### src/rtl/kyber_pkg.sv
// kyber_pkg
//   Shared Kyber arithmetic constants used by the NTT datapath blocks
//   (Barrett reduction, twiddle multiplier, butterfly post-processing).
//   No ports; import with `import kyber_pkg::*;`.
package kyber_pkg;

  // Kyber modulus and default coefficient width.
  localparam int unsigned KYBER_Q      = 3329;
  localparam int unsigned KYBER_DW     = 16;

  // Butterflies per NTT layer (n/2 for n = 256).
  localparam int unsigned KYBER_N_BFLY = 128;

  // Width of the per-layer output counter; must hold KYBER_N_BFLY-1.
  localparam int unsigned LAYER_CNT_W  = 7;

endpackage : kyber_pkg

### src/rtl/mod_csub.sv
// mod_csub
//   Single conditional subtraction: y = (x >= Q) ? x - Q : x.
//   Brings a value in 0..2Q-1 into 0..Q-1. Values outside that range are
//   still processed by the same rule and truncated to the output width.
// Ports:
//   x  input  [IW-1:0]  operand
//   y  output [OW-1:0]  conditionally reduced result
module mod_csub
  import kyber_pkg::*;
#(
  parameter int unsigned IW = KYBER_DW,
  parameter int unsigned OW = KYBER_DW,
  parameter int unsigned Q  = KYBER_Q
) (
  input  logic [IW-1:0] x,
  output logic [OW-1:0] y
);

  localparam logic [IW-1:0] Q_IW = IW'(Q);

  always_comb begin
    y = OW'((x >= Q_IW) ? x - Q_IW : x);
  end

endmodule : mod_csub

### src/rtl/ntt_butterfly_post.sv
// ntt_butterfly_post
//   Three-stage valid/ready pipeline that finishes a Cooley-Tukey butterfly:
//     S1: t1 = t mod Q (one conditional subtract), register u, t1, last
//     S2: sum = u + t1, diff = u - t1 (DW+1 bits)
//     S3: a = sum mod Q, b = diff mod Q (output registers)
//   Bubbles collapse; each stage moves when it is empty or its successor
//   moves. Latency 3 cycles, throughput 1 pair/cycle, capacity 3 pairs.
//   Also tracks layer length on the output side and flags range errors.
// Ports:
//   clk        input         clock, rising edge
//   rst        input         asynchronous active-low reset
//   in_valid   input         upstream pair valid
//   in_ready   output        pair accepted this cycle when in_valid is high
//   in_u       input  [DW]   butterfly top operand, legal 0..Q-1
//   in_t       input  [DW]   reduced twiddle product, legal 0..2Q-1
//   in_last    input         final butterfly of a layer
//   out_valid  output        result pair valid
//   out_ready  input         downstream accepts the pair
//   out_a      output [DW]   (u + t) mod Q
//   out_b      output [DW]   (u - t) mod Q
//   out_last   output        in_last travelling with its pair
//   err_range  output        sticky: out-of-range operand accepted
//   err_len    output        sticky: layer length other than N_BFLY seen
module ntt_butterfly_post
  import kyber_pkg::*;
#(
  parameter int unsigned Q      = KYBER_Q,
  parameter int unsigned DW     = KYBER_DW,
  parameter int unsigned N_BFLY = KYBER_N_BFLY  // 1..2**LAYER_CNT_W
) (
  input  logic          clk,
  input  logic          rst,
  input  logic          in_valid,
  output logic          in_ready,
  input  logic [DW-1:0] in_u,
  input  logic [DW-1:0] in_t,
  input  logic          in_last,
  output logic          out_valid,
  input  logic          out_ready,
  output logic [DW-1:0] out_a,
  output logic [DW-1:0] out_b,
  output logic          out_last,
  output logic          err_range,
  output logic          err_len
);

  localparam logic [DW-1:0]          Q_DW    = DW'(Q);
  localparam logic [DW:0]            Q_EXT   = (DW+1)'(Q);
  localparam logic [DW:0]            Q2_EXT  = (DW+1)'(2 * Q);
  localparam logic [LAYER_CNT_W-1:0] CNT_END = LAYER_CNT_W'(N_BFLY - 1);
  localparam logic [LAYER_CNT_W-1:0] CNT_ONE = LAYER_CNT_W'(1);

  // Stage S1
  logic          s1_valid;
  logic          s1_last;
  logic [DW-1:0] s1_u;
  logic [DW-1:0] s1_t1;

  // Stage S2; s2_diff holds the signed difference in two's complement,
  // bit DW is its sign.
  logic          s2_valid;
  logic          s2_last;
  logic [DW:0]   s2_sum;
  logic [DW:0]   s2_diff;

  // Stage advance and transfer strobes
  logic s1_adv;
  logic s2_adv;
  logic s3_adv;
  logic in_fire;
  logic out_fire;

  // Combinational next values
  logic [DW-1:0] t1_next;
  logic [DW-1:0] a_next;
  logic [DW-1:0] b_next;
  logic          range_bad;

  // Output-side layer counter
  logic [LAYER_CNT_W-1:0] cnt;

  // Handshake: the advance chain runs backwards from the output so a
  // stalled output still lets upstream bubbles be squeezed out.
  always_comb begin
    s3_adv   = !out_valid || out_ready;
    s2_adv   = !s2_valid  || s3_adv;
    s1_adv   = !s1_valid  || s2_adv;
    in_ready = s1_adv;
    in_fire  = in_valid  && in_ready;
    out_fire = out_valid && out_ready;
  end

  mod_csub #(
    .IW (DW),
    .OW (DW),
    .Q  (Q)
  ) u_csub_t (
    .x (in_t),
    .y (t1_next)
  );

  mod_csub #(
    .IW (DW + 1),
    .OW (DW),
    .Q  (Q)
  ) u_csub_a (
    .x (s2_sum),
    .y (a_next)
  );

  // Negative difference gets Q added back; arithmetic is modulo 2**(DW+1)
  // so the unsigned add on the two's-complement value is exact.
  always_comb begin
    b_next    = DW'(s2_diff[DW] ? s2_diff + Q_EXT : s2_diff);
    range_bad = (in_u >= Q_DW) || ({1'b0, in_t} >= Q2_EXT);
  end

  always_ff @(posedge clk or negedge rst) begin
    if (!rst) begin
      s1_valid  <= 1'b0;
      s1_last   <= 1'b0;
      s1_u      <= '0;
      s1_t1     <= '0;
      s2_valid  <= 1'b0;
      s2_last   <= 1'b0;
      s2_sum    <= '0;
      s2_diff   <= '0;
      out_valid <= 1'b0;
      out_last  <= 1'b0;
      out_a     <= '0;
      out_b     <= '0;
    end else begin
      if (s1_adv) begin
        s1_valid <= in_valid;
        if (in_valid) begin
          s1_u    <= in_u;
          s1_t1   <= t1_next;
          s1_last <= in_last;
        end
      end

      if (s2_adv) begin
        s2_valid <= s1_valid;
        if (s1_valid) begin
          s2_sum  <= {1'b0, s1_u} + {1'b0, s1_t1};
          s2_diff <= {1'b0, s1_u} - {1'b0, s1_t1};
          s2_last <= s1_last;
        end
      end

      if (s3_adv) begin
        out_valid <= s2_valid;
        if (s2_valid) begin
          out_a    <= a_next;
          out_b    <= b_next;
          out_last <= s2_last;
        end
      end
    end
  end

  // Sticky error flags and layer-length tracking.
  always_ff @(posedge clk or negedge rst) begin
    if (!rst) begin
      cnt       <= '0;
      err_range <= 1'b0;
      err_len   <= 1'b0;
    end else begin
      if (in_fire && range_bad) begin
        err_range <= 1'b1;
      end

      if (out_fire) begin
        if (out_last) begin
          if (cnt != CNT_END) begin
            err_len <= 1'b1;
          end
          cnt <= '0;
        end else if (cnt == CNT_END) begin
          // Layer overran without a last marker: flag and restart count.
          err_len <= 1'b1;
          cnt     <= '0;
        end else begin
          cnt <= cnt + CNT_ONE;
        end
      end
    end
  end

endmodule : ntt_butterfly_post

### config.mk
export PLATFORM = sky130hd
export DESIGN_NAME = ntt_butterfly_post
export DESIGN_NICKNAME = d
export VERILOG_FILES = /design/src/rtl/kyber_pkg.sv /design/src/rtl/mod_csub.sv /design/src/rtl/ntt_butterfly_post.sv
export SDC_FILE = /design/constraint.sdc
export NUM_CORES = 1
export LEC_CHECK = 0
export ABC_AREA = 0
export CAP_MARGIN = 20
export CORE_MARGIN = 1
export CORE_UTILIZATION = 35
export DETAILED_ROUTE_END_ITERATION = 6
export GPL_ROUTABILITY_DRIVEN = 0
export PLACE_DENSITY = 0.51
export SKIP_CTS_REPAIR_TIMING = 1
export SYNTH_ARGS = -nofsm -noshare
export SYNTH_HDL_FRONTEND = slang
export SYNTH_SLANG_ARGS = --single-unit
### constraint.sdc
create_clock -name clk -period 3.3 [get_ports clk]
set_clock_uncertainty 0.1 [all_clocks]
set_input_delay 0.99 -clock clk [delete_from_list [all_inputs] [get_ports clk]]
set_output_delay 0.99 -clock clk [all_outputs]
set_load 0.05 [all_outputs]
==> flow_metrics.env, run 1 <==
export IMPL_status="finished clean"
export IMPL_place_area_um2=8190
export IMPL_drc=0
export IMPL_rows=51
export IMPL_cts_tree="yes"
export IMPL_cts_path_max_buffers=2
export IMPL_drt_iter0_markers=269
export IMPL_cts_sinks=112
export IMPL_vias_per_cell=5.095
export IMPL_rrSetupSlack_ps=440
export IMPL_grt_pass1_vias=5623
export IMPL_worst_pin_slew_ps=608.5
export IMPL_reg2reg_depth=8
export IMPL_critical_path_top_delay_family="buffers and inverters"
export IMPL_timing_fmax_ghz=0.3262
export IMPL_fin_tns_setup_ps=0
export IMPL_synth_area_um2=7096
export IMPL_via_count=5773
export IMPL_slowest_stage="clkdlybuf4s50_1"
export IMPL_critPathMaxFanout=5
export IMPL_clkTransAtPathRegs_ps=70
export IMPL_antenna_found_initial=0
export IMPL_maxCapViolCount=0
export IMPL_grt_pass1_wl_um=29070
export IMPL_ys_types=79
export IMPL_peakVddDrop_v=0.0002481
export IMPL_critPathArrivalTime_ps=1980
export IMPL_final_area_um2=8479
export IMPL_cts_htree_levels=3
export IMPL_slew_limit_headroom_pct=59.43
export IMPL_yosys_top_cells_area="dfrtp_1, ha_1, nand2_1"
export IMPL_syn2layout_area_growth_pct=19.50
export IMPL_drive_gt1_share_pct=8.525
export IMPL_syn_area_per_cell_um2=8.869
export IMPL_ios=74
export IMPL_core_area_um2=19650
export IMPL_hold_end="err_len$_DFFE_PN0P_"
export IMPL_die_y_um=144.4
export IMPL_grt_max_degree=68
export IMPL_dieArea_um2=20850
export IMPL_cts_root_buf="clkbuf_16"
export IMPL_port_buffers=73
export IMPL_hold_viol=0
export IMPL_r2r_start="s1_t1[0]$_DFFE_PN0P_"
export IMPL_holdCritStartpoint="err_len$_DFFE_PN0P_"
export IMPL_fin_nets=942
export IMPL_wl_um=16900
export IMPL_synth_seq_area_share_pct=39.50
export IMPL_avgRoutedWirePerCell_um=14.92
export IMPL_min_path_cells=1
export IMPL_synth_edf_count=0
export IMPL_reg2reg_to="s2_sum[12]$_DFFE_PN0P_"
export IMPL_synth_seq_cells=112
export IMPL_die_w_um=144.4
export IMPL_clkLatencyLatePin_ps=360
export IMPL_period_minus_slack_ps=3065
export IMPL_cts_buffers=9
export IMPL_drtAntennaViolNets=0
export IMPL_rsz0062_at_grt="false"
export IMPL_setup_violations=0
export IMPL_synth_top_area_share_pct=39.50
export IMPL_grt_overflow_total=0
export IMPL_antenna_cells=0
export IMPL_start_kind="input pin"
export IMPL_path_cells="clkdlybuf4s50_1, nand4b_1, buf_12"
export IMPL_p_leak_nw=3.573
export IMPL_async_flop_share_pct=100.0
export IMPL_syn_inst=800
export IMPL_gr_usage_all_layers_pct=17.75
export IMPL_final_common_cell="nand2_1"
export IMPL_layout_common_cells="nand2_1, dfrtp_1, o21ai_0, clkdlybuf4s50_1, nor2_1"
export IMPL_slew_viol_final=0
export IMPL_p_per_area_nw_per_um2=785.2
export IMPL_path_class="input pin to output pin"
export IMPL_critPathBufInv=2
export IMPL_synth_fp_nets=878
export IMPL_end_kind="output pin"
export IMPL_start_util_pct=36.10
export IMPL_drtPass1Iterations=5
export IMPL_multiInputGateArea_um2=3979
export IMPL_slowest_delay_ps=470
export IMPL_dp_hpwl_um=13130
export IMPL_synth_area_leader_cell="dfrtp_1"
export IMPL_fin_crit_sh_pct=92.88
export IMPL_seq_area_um2=2803
export IMPL_ys_warn_count=0
export IMPL_hold_class="register to register"
export IMPL_required_ps=2210
export IMPL_synth_main_ff_cell="dfrtp_1"
export IMPL_n_fill_cell=2000
[power by group]
group | leakage, nW | switching (mW) | internal [mW]
Combinational | 2.07 | 2.00 | 1.24
Sequential | 1.36 | 0.486 | 1.85
Clock | 0.145 | 0.513 | 0.576
Total | 3.57 | 3.00 | 3.66
[worst max path at each step]
stage | startpoint | endpoint | slack, ps | cells past startpoint
floorplan | out_ready | s1_t1[10]$_DFFE_PN0P_ | 360 | 5
global placement | in_t[0] | s1_t1[3]$_DFFE_PN0P_ | 110 | 9
detailed placement | in_t[0] | s1_t1[3]$_DFFE_PN0P_ | 40 | 9
CTS | out_ready | in_ready | 220 | 3
global route | out_ready | in_ready | 190 | 3
finish | out_ready | in_ready | 230 | 3
[sequential cells by signal, indices dropped and copies added, names as in the netlist]
name / count
out_valid: 1
out_b: 16
s2_last: 1
s1_valid: 1
s1_t1: 16
out_a: 16
err_range: 1
s1_u: 16
s2_valid: 1
err_len: 1
s2_diff: 16
out_last: 1
s2_sum: 17
s1_last: 1
cnt: 7
[synth_stat cells (3+ instances only)]
cell	instances
a41oi_1	3
xor2_1	41
a211oi_1	5
o21bai_1	4
nor3_1	11
clkbuf_1	25
a21oi_1	27
dfrtp_1	112
mux2_2	18
buf_1	6
inv_1	38
nand4b_1	3
and2_1	3
xnor2_1	25
ha_1	39
buf_4	3
o21a_1	5
nand3_1	20
nand2b_1	12
or3_1	5
o211ai_1	8
a21o_1	6
and3_1	5
nand4_1	13
o31ai_1	3
o21ai_0	78
mux2i_1	4
a31oi_1	7
nor2_1	59
o21ai_1	14
nor4_1	10
nand2_1	118
nor2b_1	6
nand3b_1	6
buf_2	4
[layout make-up]
type / instances / share of cell area, %
sequential: 112 / 33.05
timing repair buffer: 92 / 10.98
clock buffer: 12 / 3.143
inverter: 39 / 1.726
multi-input combinational: 610 / 46.92
tap: 265 / 3.910
clock inverter: 3 / 0.2656
[cell families after synthesis]
family          count (synthesis)  synth area share (%)
compound gates                192                 17.30
xor+xnor                       66                 8.147
fa+ha+maj                      41                 7.441
buf+inv                        78                 4.461
flops                         112                 39.50
mux                            22                 3.421
simple gates                  289                 19.73
[per-layer routing]
| metal | GRT usage [%] | vias to the layer above | part of all wire, % |
|---|---|---|---|
| li1 | - | 2933 | - |
| met1 | 25.33 | 2714 | 50 |
| met2 | 27.40 | 109 | 45 |
| met3 | 2.583 | 17 | 3.5 |
| met4 | 5.817 | 0 | 1.6 |
| met5 | 0 | - | 0 |
[worst reg2reg max path, delay by kind of cell, from the launching register on]
| family | cells | cell delay (ps) |
|---|---|---|
| AO/OA/AOI/OAI | 3 | 830 |
| adder cells (fa/ha/maj) | 2 | 630 |
| flip-flops | 1 | 420 |
| AND/OR/NAND/NOR | 3 | 770 |
[stage by stage]
| step | std cells | setup WS (ps) | util, % | total power [mW] | hold WS, ps |
|---|---|---|---|---|---|
| detailed placement | 1118 | 43.86 | 41.67 | 5.626 | 345.3 |
| global placement | 1118 | 107.9 | 41.67 | 5.557 | 339.5 |
| global route | 1133 | 191.2 | 43.14 | 7.183 | 371.8 |
| finish | 1133 | 234.8 | 43.14 | 6.658 | 359.7 |
| CTS | 1133 | 221.9 | 43.14 | 6.733 | 362.8 |
| floorplan | 800 | 364.9 | - | 4.580 | 333.1 |
Note: power is estimated with default switching activity, not from simulation.
==> run 2, diff against run 1 <==
--- a/config.mk
+++ b/config.mk
@@ -7,6 +7,7 @@
 export LEC_CHECK = 0
 export ABC_AREA = 0
 export CAP_MARGIN = 20
+export CORE_ASPECT_RATIO = 0.8
 export CORE_MARGIN = 1
 export CORE_UTILIZATION = 35
 export DETAILED_ROUTE_END_ITERATION = 6
==> run 2 against run 1 <==
Wire length up 2.2%. Final area increased by 0.25%. Die area barely moved. Via count hardly changed. Global-route usage shrank 0.35 points. Critical endpoint unchanged. Register-to-register slack better by 70 ps. First-iteration DRC count rose by 36%. Worst setup slack worse by 17 ps.
==> flow_metrics.env, run 2 (same netlist as run 1, synthesis figures left out) <==
export IMPL_holdCritStartpoint="err_len$_DFFE_PN0P_"
export IMPL_grt_pass1_wl_um=28730
export IMPL_final_common_cell="nand2_1"
export IMPL_core_area_um2=19860
export IMPL_path_class="input pin to output pin"
export IMPL_critPathBufInv=2
export IMPL_required_ps=2210
export IMPL_clkLatencyLatePin_ps=360
export IMPL_layout_common_cells="nand2_1, dfrtp_1, o21ai_0, clkdlybuf4s50_1, nor2_1"
export IMPL_gr_usage_all_layers_pct=17.41
export IMPL_slew_limit_headroom_pct=56.98
export IMPL_cts_tree="yes"
export IMPL_period_minus_slack_ps=3082
export IMPL_drive_gt1_share_pct=8.945
export IMPL_slowest_delay_ps=450
export IMPL_critPathMaxFanout=5
export IMPL_port_buffers=73
export IMPL_setup_violations=0
export IMPL_critical_path_top_delay_family="buffers and inverters"
export IMPL_fin_crit_sh_pct=93.40
export IMPL_drtPass1Iterations=5
export IMPL_grt_pass1_vias=5540
export IMPL_largest_reg_flops=17
export IMPL_p_leak_nw=3.577
export IMPL_maxCapViolCount=0
export IMPL_path_cells="clkdlybuf4s50_1, nand4b_1, buf_12"
export IMPL_r2r_start="s1_u[0]$_DFFE_PN0P_"
export IMPL_via_count=5771
export IMPL_critPathArrivalTime_ps=1990
export IMPL_hold_viol=0
export IMPL_worst_pin_slew_ps=639.8
export IMPL_cts_root_buf="clkbuf_16"
export IMPL_status="finished clean"
export IMPL_slowest_stage="clkdlybuf4s50_1"
export IMPL_start_util_pct=35.73
export IMPL_end_kind="output pin"
export IMPL_die_w_um=161.2
export IMPL_antenna_found_initial=0
export IMPL_rows=46
export IMPL_hold_class="register to register"
export IMPL_vias_per_cell=5.080
export IMPL_drt_iter0_markers=367
export IMPL_slew_viol_final=0
export IMPL_fin_nets=945
export IMPL_cts_buffers=9
export IMPL_grt_max_degree=55
export IMPL_grt_overflow_total=0
export IMPL_dp_cells=1120
export IMPL_rsz0062_at_grt="false"
export IMPL_dp_hpwl_um=13640
export IMPL_drtAntennaViolNets=0
export IMPL_cp_startpoint="out_ready"
export IMPL_finalNonFillerCells=1136
export IMPL_die_y_um=129.4
export IMPL_dieArea_um2=20850
export IMPL_avgRoutedWirePerCell_um=15.20
export IMPL_timing_fmax_ghz=0.3245
export IMPL_top_register="s2_sum"
export IMPL_cts_path_max_buffers=2
export IMPL_p_per_area_nw_per_um2=784.8
export IMPL_syn2layout_area_growth_pct=19.80
export IMPL_cts_htree_levels=3
export IMPL_antenna_cells=0
export IMPL_wl_um=17270
export IMPL_fin_tns_setup_ps=0
export IMPL_clkTransAtPathRegs_ps=70
export IMPL_start_kind="input pin"
export IMPL_peakVddDrop_v=0.0004250
export IMPL_cts_sinks=112
export IMPL_drc=0
export IMPL_ios=74
[run 2: cell count changes in the layout (fill, tap and decap cells not counted), sizes merged]
cell	change
clkinv	+1
buf	+3
clkbuf	-2
clkinvlp	+2
[run 2: final timing paths]
kind                                     endpoint  slack [ps]  cells after the start
max in group asynchronous  s2_sum[12]$_DFFE_PN0P_        1900                      2
setup reg to reg           s2_sum[12]$_DFFE_PN0P_         510                      8
min in group asynchronous   out_b[10]$_DFFE_PN0P_         430                      1
hold reg to reg               err_len$_DFFE_PN0P_         360                      1
hold / removal                err_len$_DFFE_PN0P_         360                      1
setup / recovery                         in_ready         220                      3
[run 2: cell type report]
| cell class | count | area (um^2) |
|---|---|---|
| Sequential cell | 112 | 2803 |
| Multi-Input combinational cell | 610 | 3979 |
| Timing Repair Buffer | 95 | 953.4 |
| Tap cell | 264 | 330.3 |
| Fill cell | 1982 | 11360 |
| Inverter | 39 | 146.4 |
| Clock inverter | 6 | 50.05 |
| Clock buffer | 10 | 239.0 |
[run 2: through the flow]
stage               hold slack, ps  utilization [%]  total power [mW]  instance area [um^2]  worst slack [ps]
floorplan                    333.1                -             4.580                  7096             364.9
global placement             341.6            41.35             5.580                  8212             55.51
detailed placement           347.8            41.35             5.646                  8212             37.56
CTS                          367.0            42.81             6.737                  8501             209.4
global route                 397.6            42.81             7.157                  8501             146.7
finish                       362.5            42.81             6.672                  8501             217.9
[run 2: layer usage]
metal | vias up | wire length, um | global-route usage (%)
met5 | - | 0 | 0
met4 | 0 | 269 | 5.105
met3 | 19 | 676 | 2.977
met2 | 128 | 7356 | 26.60
met1 | 2691 | 8967 | 25.20
li1 | 2933 | - | -
[run 2: power breakdown]
| group | leakage, nW | internal, mW | total [mW] | switching [mW] |
|---|---|---|---|---|
| Clock | 0.136 | 0.542 | 1.07 | 0.529 |
| Sequential | 1.36 | 1.85 | 2.34 | 0.492 |
| Combinational | 2.09 | 1.25 | 3.26 | 2.02 |
| Total | 3.58 | 3.63 | 6.67 | 3.04 |
==> run 3, diff against run 2 <==
--- a/config.mk
+++ b/config.mk
@@ -9,10 +9,10 @@
 export CAP_MARGIN = 20
 export CORE_ASPECT_RATIO = 0.8
 export CORE_MARGIN = 1
-export CORE_UTILIZATION = 35
+export CORE_UTILIZATION = 53
 export DETAILED_ROUTE_END_ITERATION = 6
 export GPL_ROUTABILITY_DRIVEN = 0
-export PLACE_DENSITY = 0.51
+export PLACE_DENSITY = 0.72
 export SKIP_CTS_REPAIR_TIMING = 1
 export SYNTH_ARGS = -nofsm -noshare
 export SYNTH_HDL_FRONTEND = slang
==> constraint.sdc (replaced) <==
create_clock -name clk -period 3 [get_ports clk]
set_clock_uncertainty 0.1 [all_clocks]
set_input_delay 0.9 -clock clk [delete_from_list [all_inputs] [get_ports clk]]
set_output_delay 0.9 -clock clk [all_outputs]
set_load 0.05 [all_outputs]
==> run 3 against run 2 <==
Power is 9.5% higher. Flip-flop and latch count unchanged. Final cell count down 6.6%. Sequential share of layout area is 0.097 points higher. Clock power increased by 10%. Die area decreased by 34%. First-iteration DRC count fell by 13%. Critical path depth stayed put. Count of clock-buffer cells in the layout is 1 lower. Combinational power is 9.5% higher. Wire length fell by 9.6%. Critical path type unchanged. Highest routed layer unchanged.
==> flow_metrics.env, run 3 (same netlist as run 1, synthesis figures left out) <==
export IMPL_setup_violations=0
export IMPL_gr_usage_all_layers_pct=23.93
export IMPL_r2r_start="s1_u[0]$_DFFE_PN0P_"
export IMPL_power_frac_seq_pct=34.9
export IMPL_cts_path_max_buffers=2
export IMPL_hold_viol=0
export IMPL_fin_crit_sh_pct=95.86
export IMPL_start_kind="input pin"
export IMPL_cts_buffers=9
export IMPL_path_class="input pin to output pin"
export IMPL_hold_class="register to register"
export IMPL_final_common_cell="nand2_1"
export IMPL_swShare_pct=45.17
export IMPL_cp_startpoint="out_ready"
export IMPL_grt_overflow_total=0
export IMPL_largest_reg_flops=17
export IMPL_drtPass1Iterations=5
export IMPL_slew_viol_final=0
export IMPL_critPathArrivalTime_ps=1880
export IMPL_reg2reg_depth=8
export IMPL_drc=0
export IMPL_status="finished clean"
export IMPL_vias_per_cell=5.631
export IMPL_fin_tns_setup_ps=0
export IMPL_grt_pass1_wl_um=26770
export IMPL_antenna_cells=0
export IMPL_via_count=5975
export IMPL_min_path_cells=1
export IMPL_cts_sinks=112
export IMPL_cts_tree="yes"
export IMPL_die_w_um=131.4
export IMPL_grt_max_degree=51
export IMPL_slew_limit_headroom_pct=55.31
export IMPL_core_area_um2=12960
export IMPL_post_route_util_pct=65.39
export IMPL_dp_hpwl_um=12330
export IMPL_start_util_pct=54.74
export IMPL_cts_root_buf="clkbuf_16"
export IMPL_grt_pass1_vias=5659
export IMPL_p_comb_share_pct=48.9
export IMPL_critPathMaxFanout=5
export IMPL_rsz0062_at_grt="false"
export IMPL_peakVddDrop_v=0.0005808
export IMPL_drtAntennaViolNets=0
export IMPL_drt_iter0_markers=318
export IMPL_holdCritStartpoint="err_len$_DFFE_PN0P_"
export IMPL_p_clk_share_pct=16.2
export IMPL_cts_htree_levels=3
export IMPL_antenna_found_initial=0
export IMPL_die_y_um=105.5
export IMPL_port_buffers=73
export IMPL_period_minus_slack_ps=2876
export IMPL_maxCapViolCount=0
export IMPL_fin_nets=959
export IMPL_clkTransAtPathRegs_ps=80
export IMPL_required_ps=2000
export IMPL_power_switching_mw=3.301
export IMPL_drive_gt1_share_pct=10.38
export IMPL_p_per_area_nw_per_um2=862.1
export IMPL_power_mw=7.307
export IMPL_avgRoutedWirePerCell_um=14.72
export IMPL_layout_common_cells="nand2_1, dfrtp_1, o21ai_0, clkdlybuf4s50_1, nor2_1"
export IMPL_syn2layout_area_growth_pct=19.45
export IMPL_end_kind="output pin"
export IMPL_p_leak_nw=3.646
export IMPL_dieArea_um2=13860
export IMPL_clkLatencyLatePin_ps=360
export IMPL_top_register="s2_sum"
export IMPL_p_int_mw=4.006
export IMPL_worst_pin_slew_ps=664.6
export IMPL_wl_um=15620
export IMPL_ios=74
export IMPL_timing_fmax_ghz=0.3477
export IMPL_rows=37
==> run 3: changes by cell type in the layout (fill, tap and decap cells not counted), sizes merged <==
| cell | previous run | this run |
|---|---|---|
| clkinvlp | 2 | 0 |
| inv | 41 | 44 |
| clkbuf | 10 | 9 |
| buf | 24 | 38 |
==> run 3: final timing paths <==
kind	end	slack, ps
setup / recovery	in_ready	120
setup reg to reg	s2_sum[12]$_DFFE_PN0P_	200
hold / removal	err_len$_DFFE_PN0P_	360
min in group asynchronous	out_b[13]$_DFFE_PN0P_	370
hold reg to reg	err_len$_DFFE_PN0P_	360
max in group asynchronous	s1_t1[1]$_DFFE_PN0P_	1640
==> run 3: per-stage QoR <==
| step | worst slack [ps] | hold WS, ps | instances | instance area [um^2] |
|---|---|---|---|---|
| finish | 124.3 | 358.5 | 1061 | 8476 |
| global route | 73.25 | 391.8 | 1061 | 8476 |
| CTS | 105.8 | 362.4 | 1061 | 8476 |
| detailed placement | -175.9 | 344.6 | 1045 | 8180 |
| global placement | -131.4 | 342.7 | 1045 | 8180 |
| floorplan | 154.9 | 333.1 | 800 | 7096 |
==> run 3: power groups by stage <==
stage | registers (mW) | clock network, mW | logic, mW
after floorplan | 3.17 | 0 | 1.87
after global placement | 2.54 | 0 | 3.51
after detailed placement | 2.58 | 0 | 3.58
after CTS | 2.55 | 1.22 | 3.59
after global routing | 2.63 | 1.27 | 3.91
final | 2.55 | 1.18 | 3.57
==> run 3: layout make-up <==
type                    count  area [um^2]
inverters                  39        146.4
clock inverters             7        70.07
fillers                  1107         4487
multi-input cells         610         3979
repair buffers            109         1033
well taps                 175        219.0
clock buffers               9        225.2
flip-flops and latches    112         2803
==> run 3: metal layers <==
metal  global-route usage [%]  up-vias  routed length [um]
met4                    5.897        0                 167
li1                         -     2969                   -
met2                    38.79      155                7298
met3                    4.762       16                 862
met1                    32.98     2835                7287
met5                        0        -                   0
==> run 3: critical path, stage by stage <==
cell and delay, ps:
clkdlybuf4s50_1 470, nand4b_1 290, buf_12 210
==> variant (flow settings as in run 1) <==
The package constant `KYBER_DW` goes from 16 to 18.
--- a/src/rtl/kyber_pkg.sv
+++ b/src/rtl/kyber_pkg.sv
@@ -7,5 +7,5 @@
   // Kyber modulus and default coefficient width.
   localparam int unsigned KYBER_Q      = 3329;
-  localparam int unsigned KYBER_DW     = 16;
+  localparam int unsigned KYBER_DW     = 18;
 
   // Butterflies per NTT layer (n/2 for n = 256).
Ports: changed (resized in_t, in_u, out_a and out_b); port bits go from 74 to 82. The function was not compared with the original's and may differ.
==> variant against run 1 <==
- routed wire length increased by 13%
- final area increased by 14%
- total power increased by 21%
- core utilization increased by 1.1 points
- via count increased by 9.3%
- global-route usage increased by 0.16 points
- area after synthesis increased by 9.3%
- critical path type unchanged
- sequential share of layout area decreased by 0.82 points
- worst setup slack got worse by 0.038 ns
- sequential cell count increased by 12
==> variant: results (changes against run 1) <==
status: "complete, no violations"
numCtsBuffers: 17  # +8
maxSlewHeadroom_pct: 37.4  # -22 points
grt_max_degree: 57  # -16%
cts.htree.levels: 4  # +1
clkLatencyLatePin_ns: 0.41  # +0.05 ns
holdWs_ns: 0.356  # -0.00372 ns
cp.arrival_ns: 2.01  # +0.03 ns
globalRouteMet2Util_pct: 27.3  # -0.064 points
yosysWarnings: 0  # unchanged
reg2reg_setup_slack_ns: 0.48  # +0.04 ns
layout.nets: 1050  # +11%
dp_hpwl_um: 14900  # +14%
port_buffers: 81  # +11%
power_density_nw_per_um2: 836  # +6.5%
viasPerCell: 5.02  # -1.4%
wl_per_cell_um: 15.2  # +1.6%
reg2reg_to: "s2_diff[17]"
r2r_start: "s1_t1[7]"
dp_cells: 1225  # +9.6%
met3_usage_pct: 2.80  # +0.22 points
synthTopCellsByCount: "dfrtp_1 (124), nand2_1 (116), o21ai_0 (88)"
met3_length_um: 581  # -3.0%
final_layout_size_suffix_gt1_share_pct: 11.2  # +2.6 points
drt-met1-wl_um: 9820  # +16%
p_comb_share_pct: 45.1  # -3.5 points
seq_area_frac_synth_pct: 40.0  # +0.49 points
timing.fmax_ghz: 0.322  # -1.2%
grt_pass1_vias: 6180  # +9.9%
grtUsageMet1_pct: 25.7  # +0.37 points
num-fill-cells: 2159  # +8.0%
path_delay_family: "buffers and inverters"
syn_nets: 958  # +9.1%
largest_reg_flops: 19  # +2
ir_worst_vdd_mv: 0.300  # +21%
worst-r2r-cell-count: 7  # -1
grt_util_all_layers_pct: 17.9  # +0.16 points
synthDistinctLibCells: 68  # -14%
wl_met2_um: 8390  # +11%
drt_first_pass_iters: 4  # -1
intPower_w: 0.00459  # +25%
place_area_um2: 9050  # +10%
dp_slack_ns: 0.0530  # +0.00917 ns
powerSeq_w: 0.00257  # +10%
synthTopCellsByArea: "dfrtp_1 (40%), ha_1 (6.9%), o21ai_0 (5.7%)"
p_leak_nw: 4.08  # +14%
grt_pass1_wl_um: 32100  # +10%
wirelength_um: 19000  # +13%
syn_area_per_cell_um2: 8.90  # +0.32%
clk_path_buf_depth: 2  # unchanged
## variant: cells by family (layout without fill, tap and decap cells)
| family | count (synthesis) | after routing | synth area share (%) |
|---|---|---|---|
| XOR/XNOR | 70 | 70 | 7.90 |
| AND/OR/NAND/NOR | 285 | 285 | 17.4 |
| AO/OA/AOI/OAI | 232 | 232 | 19.2 |
| flip-flops | 124 | 124 | 40.0 |
| buffers and inverters | 93 | 197 | 4.76 |
| adder cells (fa/ha/maj) | 45 | 45 | 7.45 |
| multiplexers | 23 | 23 | 3.31 |
## variant: final cells by class
class / instances / area [µm²] / share of cell area, %
Tap cell: 280 / 350 / 3.64
Timing Repair Buffer: 115 / 1110 / 11.5
Sequential cell: 124 / 3100 / 32.2
Clock inverter: 9 / 113 / 1.17
Inverter: 51 / 191 / 1.99
Multi-Input combinational cell: 655 / 4290 / 44.6
Clock buffer: 22 / 464 / 4.82
